===== config.mk =====
export PLATFORM = sky130hd
export DESIGN_NAME = bnn_sequencer_flat
export DESIGN_NICKNAME = d
export VERILOG_FILES = /design/src/rtl/bnn_sequencer_if.sv /design/src/rtl/bnn_sequencer.sv /design/src/flat_wrapper.sv
export SDC_FILE = /design/constraint.sdc
export NUM_CORES = 1
export LEC_CHECK = 0
export ABC_AREA = 1
export ABC_CLOCK_PERIOD_IN_PS = 1590
export BUFFER_PORTS_ARGS = -buffer_cell sky130_fd_sc_hd__buf_2
export CORE_ASPECT_RATIO = 0.75
export CORE_MARGIN = 4
export CORE_UTILIZATION = 50
export CTS_CLUSTER_SIZE = 14
export DETAILED_ROUTE_END_ITERATION = 8
export HOLD_SLACK_MARGIN = 0.02
export PLACE_DENSITY = 0.77
export SETUP_SLACK_MARGIN = 0.4
export SLEW_MARGIN = 20
export SYNTH_ARGS = -nofsm -noshare
export SYNTH_HDL_FRONTEND = slang
export SYNTH_SLANG_ARGS = --single-unit

===== constraint.sdc =====
create_clock -name clk -period 1.59 [get_ports clk]
set_clock_uncertainty 0.05 [all_clocks]
set_input_delay 0.477 -clock clk [delete_from_list [all_inputs] [get_ports clk]]
set_output_delay 0.477 -clock clk [all_outputs]
set_load 0.02 [all_outputs]

===== src/rtl/bnn_sequencer_if.sv =====
// Host-side command and result channels of the BNN sequencer.
// Combinational bundle only; no storage or latency of its own.
// Both channels use valid/ready; the sequencer side owns cmd_ready and res_valid.
interface bnn_sequencer_if;
  logic       cmd_valid;
  logic       cmd_ready;
  logic       cmd_type;
  logic [7:0] cmd_data;
  logic       res_valid;
  logic       res_ready;
  logic [3:0] res_data;

  modport master (
    output cmd_valid, cmd_type, cmd_data, res_ready,
    input  cmd_ready, res_valid, res_data
  );

  modport slave (
    input  cmd_valid, cmd_type, cmd_data, res_ready,
    output cmd_ready, res_valid, res_data
  );
endinterface


===== src/rtl/bnn_sequencer.sv =====
// Drives the 8-8-4 BNN core pins: 2-cycle nibble weight loads and pipelined inference.
// Weight load occupies 3 cycles; inference result appears PIPE_LAT+1 edges after the command.
// cmd_ready only in IDLE; a pending result stalls all new commands until res_ready.
module bnn_sequencer #(
  parameter int NUM_NEURONS = 12,
  parameter int PIPE_LAT    = 2
) (
  input  logic                clk,
  input  logic                reset,
  bnn_sequencer_if.slave      host,
  output logic                bnn_ena,
  output logic [7:0]          bnn_uio,
  output logic [7:0]          bnn_in,
  input  logic [3:0]          bnn_out,
  output logic [3:0]          load_count,
  output logic                weights_full,
  output logic                err_overflow
);

  localparam int CW = (PIPE_LAT < 1) ? 1 : $clog2(PIPE_LAT + 1);

  typedef enum logic [2:0] {
    IDLE,
    LOAD_LO,
    LOAD_HI,
    INFER_WAIT,
    RESULT
  } state_t;

  state_t         state;
  state_t         state_nxt;
  logic           cmd_hs;
  logic           wait_done;
  logic [3:0]     hi_nib;
  logic [CW-1:0]  wait_cnt;

  assign cmd_hs    = host.cmd_valid && host.cmd_ready;
  assign wait_done = (wait_cnt == CW'(PIPE_LAT));

  // State register; reset abandons any half-finished nibble load (core is reset alongside).
  always_ff @(posedge clk or posedge reset) begin
    if (reset) begin
      state <= IDLE;
    end else begin
      state <= state_nxt;
    end
  end

  // Next-state: overflowing weight bytes are consumed but keep us in IDLE so the core index never wraps.
  always_comb begin
    state_nxt = state;
    case (state)
      IDLE: begin
        if (cmd_hs) begin
          if (host.cmd_type) begin
            state_nxt = INFER_WAIT;
          end else if (!weights_full) begin
            state_nxt = LOAD_LO;
          end
        end
      end
      LOAD_LO:    state_nxt = LOAD_HI;
      LOAD_HI:    state_nxt = IDLE;
      INFER_WAIT: if (wait_done) state_nxt = RESULT;
      RESULT:     if (host.res_ready) state_nxt = IDLE;
      default:    state_nxt = IDLE;
    endcase
  end

  // Registered outputs: pin drive, counters, result capture and handshake flags.
  always_ff @(posedge clk or posedge reset) begin
    if (reset) begin
      host.cmd_ready <= 1'b1;
      host.res_valid <= 1'b0;
      host.res_data  <= 4'd0;
      bnn_ena        <= 1'b0;
      bnn_uio        <= 8'd0;
      bnn_in         <= 8'd0;
      load_count     <= 4'd0;
      weights_full   <= 1'b0;
      err_overflow   <= 1'b0;
      hi_nib         <= 4'd0;
      wait_cnt       <= '0;
    end else begin
      bnn_ena        <= 1'b1;
      host.cmd_ready <= (state_nxt == IDLE);
      case (state)
        IDLE: begin
          if (cmd_hs) begin
            if (host.cmd_type) begin
              bnn_in   <= host.cmd_data;
              wait_cnt <= '0;
            end else if (!weights_full) begin
              // Low nibble first with load_en; high nibble is parked for the next cycle.
              bnn_uio <= {host.cmd_data[3:0], 4'b1000};
              hi_nib  <= host.cmd_data[7:4];
            end else begin
              err_overflow <= 1'b1;
            end
          end
        end
        LOAD_LO: begin
          bnn_uio <= {hi_nib, 4'b1000};
        end
        LOAD_HI: begin
          bnn_uio      <= 8'd0;
          load_count   <= load_count + 4'd1;
          weights_full <= (load_count == 4'(NUM_NEURONS - 1));
        end
        INFER_WAIT: begin
          if (wait_done) begin
            host.res_data  <= bnn_out;
            host.res_valid <= 1'b1;
          end else begin
            wait_cnt <= wait_cnt + CW'(1);
          end
        end
        RESULT: begin
          if (host.res_ready) begin
            host.res_valid <= 1'b0;
          end
        end
        default: begin
          bnn_uio <= 8'd0;
        end
      endcase
    end
  end

endmodule


===== src/flat_wrapper.sv =====
// flat-port wrapper written by rule: the top's interface ports become plain ports
module bnn_sequencer_flat 
#(
  parameter int NUM_NEURONS = 12,
  parameter int PIPE_LAT    = 2
)
  (clk, reset, bnn_ena, bnn_uio, bnn_in, bnn_out, load_count, weights_full, err_overflow, host_cmd_valid, host_cmd_type, host_cmd_data, host_res_ready, host_cmd_ready, host_res_valid, host_res_data);
  bnn_sequencer_if host_i ();
  input  logic clk;
  input  logic reset;
  output logic bnn_ena;
  output logic [7:0] bnn_uio;
  output logic [7:0] bnn_in;
  input  logic [3:0] bnn_out;
  output logic [3:0] load_count;
  output logic weights_full;
  output logic err_overflow;
  input wire logic [$bits(host_i.cmd_valid)-1:0] host_cmd_valid;
  input wire logic [$bits(host_i.cmd_type)-1:0] host_cmd_type;
  input wire logic [$bits(host_i.cmd_data)-1:0] host_cmd_data;
  input wire logic [$bits(host_i.res_ready)-1:0] host_res_ready;
  output wire logic [$bits(host_i.cmd_ready)-1:0] host_cmd_ready;
  output wire logic [$bits(host_i.res_valid)-1:0] host_res_valid;
  output wire logic [$bits(host_i.res_data)-1:0] host_res_data;
  assign host_i.cmd_valid = host_cmd_valid;
  assign host_i.cmd_type = host_cmd_type;
  assign host_i.cmd_data = host_cmd_data;
  assign host_i.res_ready = host_res_ready;
  assign host_cmd_ready = host_i.cmd_ready;
  assign host_res_valid = host_i.res_valid;
  assign host_res_data = host_i.res_data;
  bnn_sequencer #(.NUM_NEURONS(NUM_NEURONS), .PIPE_LAT(PIPE_LAT)) u_core (.clk(clk), .reset(reset), .host(host_i), .bnn_ena(bnn_ena), .bnn_uio(bnn_uio), .bnn_in(bnn_in), .bnn_out(bnn_out), .load_count(load_count), .weights_full(weights_full), .err_overflow(err_overflow));
endmodule

### Word-level counts from Yosys, hierarchy flattened

Cells that the tools add are included.

| storage, ports and cells | value |
|---|---|
| input port bits | 17 |
| word-level logic and storage cells | 60 |
| output and inout port bits | 29 |
| bits in registers | 38 |

| operators by class | value |
|---|---|
| muxes and demuxes | 17 |
| add/subtract/negate cells | 2 |
| reduce and logical (&&, ||, !) cells | 13 |
| equal/unequal tests | 13 |
| bitwise gates (word level) | 3 |

Operator list:

| operator | count |
|---|---|
| $mux 8 | 3 |
| $pmux 8 s3 | 1 |
| $reduce_and 4->1 | 4 |
| $mux 3 | 5 |
| $pmux 3 s4 | 1 |
| $ne 2x2->1 const B | 5 |
| $eq 3x2->1 const B | 2 |
| $logic_not 3->1 | 2 |
| $mux 2 | 3 |
| $reduce_and 3->1 | 2 |
| $add 4x1->4 const B | 1 |
| $eq 4x4->1 const B | 1 |
| $ne 2x1->1 const B | 2 |
| $pmux 2 s2 | 1 |
| $reduce_bool 2->1 | 2 |
| $eq 3x1->1 const B | 1 |
| $eq 3x3->1 const B | 1 |
| $not 1->1 | 3 |
| $add 2x1->2 const B | 1 |
| $eq 2x2->1 const B | 1 |
| $mux 1 | 2 |
| $pmux 1 s2 | 1 |
| $reduce_and 2->1 | 1 |
| $reduce_or 2->1 | 1 |
| $logic_and 1x1->1 | 1 |

### Longest topological paths before layout

| logic depth | value |
|---|---|
| word-level depth | 5 |
| depth in mapped cells | 8 |
| depth with buffers taken out | 8 |

### Worst setup path after synthesis

OpenSTA, ideal clock, no wires.

| path | value |
|---|---|
| path kind | reg2reg |
| start | register u_core.host.cmd_ready |
| end | register u_core.bnn_in[4] |
| required time | 1.422 ns |
| period minus slack after synthesis | 1.392 ns |
| path slack | 0.198 ns |
| data arrival time | 1.224 ns |
| stages on the path, launching flop included | 9 |
| buffers on the path | 1 |
| library setup time | 0.118 ns |
| cell sequence | dfstp_2 -> nand2_1 -> inv_1 -> nand3_2 -> inv_2 -> nand2_2 -> buf_6 -> nand2_1 -> o21ai_2 |

| on the way | value |
|---|---|
| word-level cells in the longest chain between the ends | 2 |

RTL lines:

| item | line | text |
|---|---|---|
| start, declared | bnn_sequencer_if.sv:20 | `output cmd_ready, res_valid, res_data` |
| start signal, assigned | bnn_sequencer.sv:86 | `host.cmd_ready <= (state_nxt == IDLE);` |
| $logic_and 1x1->1 | bnn_sequencer.sv:37 | `assign cmd_hs = host.cmd_valid && host.cmd_ready;` |
| $reduce_and 3->1 (no line) | -- |  |
| end signal, assigned | bnn_sequencer.sv:91 | `bnn_in <= host.cmd_data;` |
| end, declared | bnn_sequencer.sv:13 | `output logic [7:0] bnn_in,` |

Every way passes these cells.
A chain may end at the register's enable or synchronous reset.

### Worst setup path after layout

| path | value |
|---|---|
| start | register u_core.host.cmd_ready |
| end | output host_cmd_ready |

RTL lines:

| item | line | text |
|---|---|---|
| end, declared | flat_wrapper.sv:22 | `output wire logic [$bits(host_i.cmd_ready)-1:0] host_cmd_ready;` |

No word-level cell between the ends.

==> impl_metrics.env <==
export IMPL_status="completed"
export IMPL_critPathKind="reg -> out"
export IMPL_drtAntennaViolNets=0
export IMPL_final_setup_tns_ns=0
export IMPL_synth_seq_cells=35
export IMPL_power_mw=5.07
export IMPL_powerDensity_nw_per_um2=1930
export IMPL_drt_pass1_iter_count=4
export IMPL_path_clk_slew_ns=0.07
export IMPL_fp_dieH_um=56.6
export IMPL_io_pins=46
export IMPL_yosys_area_top_type="dfrtp_1"
export IMPL_ir_worst_vdd_v=0.00129
export IMPL_crit_family="flip-flops"
export IMPL_cp_slowest_cell="dfstp_2"
export IMPL_yosys_warnings=0
export IMPL_synth_top_cell_area_share=0.540
export IMPL_grt_pass1_vias=1481
export IMPL_cp_start_kind="register"
export IMPL_synth_compound_area_frac=0.0500
export IMPL_drt_iter0_drc=93
export IMPL_synth_distinct_cells=23
export IMPL_yosysMostFrequentCell="nand2_1"
export IMPL_tritoncts="yes"
export IMPL_critPathRequiredTime_ns=1.06
export IMPL_rows=17
export IMPL_clockBufferDepth=2
export IMPL_diodes=0
export IMPL_syn_area_um2=1580
export IMPL_place_inst=263
export IMPL_critPathMaxFanout=2
export IMPL_synthXorXnorAreaFrac=0.0167
export IMPL_track_usage=0.227
export IMPL_p_leak_nw=1.36
export IMPL_die_area_um2=4120
export IMPL_slew_viol_final=0
export IMPL_layout_setup_ws_ns=0.0987
export IMPL_cts_buffers=5
export IMPL_yosysSeqAreaShare=0.557
export IMPL_stdcell_count=306
export IMPL_placed_area_um2=1870
export IMPL_fmax_mhz=671
export IMPL_drc=0
export IMPL_drive_above_1_share=0.541
export IMPL_path_buf_inv=1
export IMPL_setup_violations=0
export IMPL_holdCritPathClass="in -> async"
export IMPL_syn_to_final_growth_pct=67.1
export IMPL_syn_avg_cell_area_um2=8.61
export IMPL_post_route_util=0.884
export IMPL_place_worst_setup_slack_ns=0.161
export IMPL_ys_dominant_reg_cell="dfrtp_1"
export IMPL_crit_arrival_ns=0.96
export IMPL_coreArea_um2=2980
export IMPL_async_flop_share=1.00
export IMPL_path_cells="buf_6"
export IMPL_gp_congestion=0.800
export IMPL_cts_max_level=2
export IMPL_dp_final_hpwl_mm=2.39
export IMPL_synth_top_family_by_area="simple AND/OR/NAND/NOR gates"
export IMPL_cap_violations=0
export IMPL_grt_overflow=0
export IMPL_rsz0062_at_grt="true"
export IMPL_routed_wirelength_mm=4.89
export IMPL_synth_area_leaders="dfrtp_1 54%, nand2_1 16%, nand3_1 5.7%"
export IMPL_fin_crit_sh=0.938
export IMPL_vias=1569
export IMPL_synth_fa_ha_area_frac=0.0159
export IMPL_finalHoldViolCount=0
export IMPL_cts_sinks=35
export IMPL_antenna_found_initial=0
export IMPL_end_kind="output port"
export IMPL_syn_inst=183
export IMPL_fin_crit_ns=1.49
export IMPL_grt_pass1_wl_mm=6.87
export IMPL_viasPerCell=5.13
export IMPL_post_route_cell_area_um2=2630
export IMPL_hold_ws_ns=0.106
export IMPL_synthSimpleGateAreaFrac=0.287
export IMPL_wire_per_inst_um=16.0
export IMPL_synthMuxAreaShare=0
export IMPL_n_fill_cell=141
export IMPL_synthTopCellsByCount="69 x nand2_1, 34 x dfrtp_1, 18 x nand3_1"
export IMPL_slowest_delay_ns=0.55
export IMPL_grt_max_degree=24
export IMPL_portBuffers=42
export IMPL_nets=286
export IMPL_cts_root_buf="clkbuf_8"
export IMPL_initial_core_util=0.529
export IMPL_chipWidth_um=72.8
export IMPL_synth_edf_count=0
export IMPL_clk_latency_ns=0.30
-- final timing paths --
| path | slack, ns | endpoint | startpoint | cells after the start |
|---|---|---|---|---|
| setup / recovery | 0.1 | host_cmd_ready | u_core.host.cmd_ready | 1 |
| hold / removal | 0.11 | u_core.bnn_uio[4] | reset | 2 |
| setup reg to reg | 0.11 | u_core.bnn_in[0] | u_core.host.cmd_ready | 8 |
| hold reg to reg | 0.45 | u_core.hi_nib[2] | u_core.hi_nib[2] | 2 |
| max in group asynchronous | 0.90 | u_core.host.cmd_ready | reset | 3 |
| min in group clk | 0.33 | u_core.host.res_data[2] | bnn_out[2] | 3 |
-- sequential cells by signal (all words and copies together) (netlist names) --
register,cells
u_core.bnn_in,8
u_core.bnn_uio,5
u_core.hi_nib,4
u_core.host.res_data,4
u_core.load_count,4
u_core.state,3
u_core.wait_cnt,2
u_core.bnn_ena,1
u_core.err_overflow,1
u_core.host.cmd_ready,1
u_core.host.res_valid,1
u_core.weights_full,1
-- layout make-up --
type | instances | area, um^2 | area share
Sequential cell | 35 | 881 | 0.335
Inverter | 20 | 106 | 0.0404
Timing Repair Buffer | 78 | 692 | 0.263
Clock buffer | 5 | 68.8 | 0.0261
Tap cell | 38 | 47.5 | 0.0181
Clock inverter | 3 | 15.0 | 0.00570
Multi-Input combinational cell | 127 | 822 | 0.312
-- layer usage --
layer / GRT usage / vias up / routed length, um
met5: 0 / - / 0
met4: 0.155 / 0 / 205
met3: 0.0769 / 21 / 369
met2: 0.338 / 72 / 2440
met1: 0.274 / 741 / 1870
li1: - / 735 / -
-- repair_timing --
action	in CTS	in global routing
pin swaps	10	9
gates resized for setup	92	28
setup buffers	19	15
hold buffers	0	0
gates cloned	1	0
endpoints found under the setup margin	59	58
-- report_power, final --
group | switching (mW) | leakage, nW | internal [mW]
Combinational | 1.51 | 0.890 | 1.41
Sequential | 0.272 | 0.424 | 1.24
Clock | 0.333 | 0.0477 | 0.300
Total | 2.12 | 1.36 | 2.95
-- layout by cell type, fill, tap and decap left out, types with 5 or more instances in the layout --
cell type / instances
clkbuf_8: 5
inv_1: 12
nor2_1: 7
buf_4: 30
nand2_4: 9
buf_2: 16
buf_6: 29
nand2_1: 40
nand2_2: 20
dfrtp_1: 31
nand3_1: 15
-- logic make-up (layout without fill, tap and decap cells) --
| family | Yosys count | in the layout |
|---|---|---|
| simple gates | 105 | 106 |
| buf+inv | 24 | 106 |
| fa+ha+maj | 2 | 2 |
| compound gates | 12 | 12 |
| other cells | 2 | 4 |
| xor+xnor | 3 | 3 |
| flops | 35 | 35 |
No activity file was read; power rests on OpenSTA's default activity.
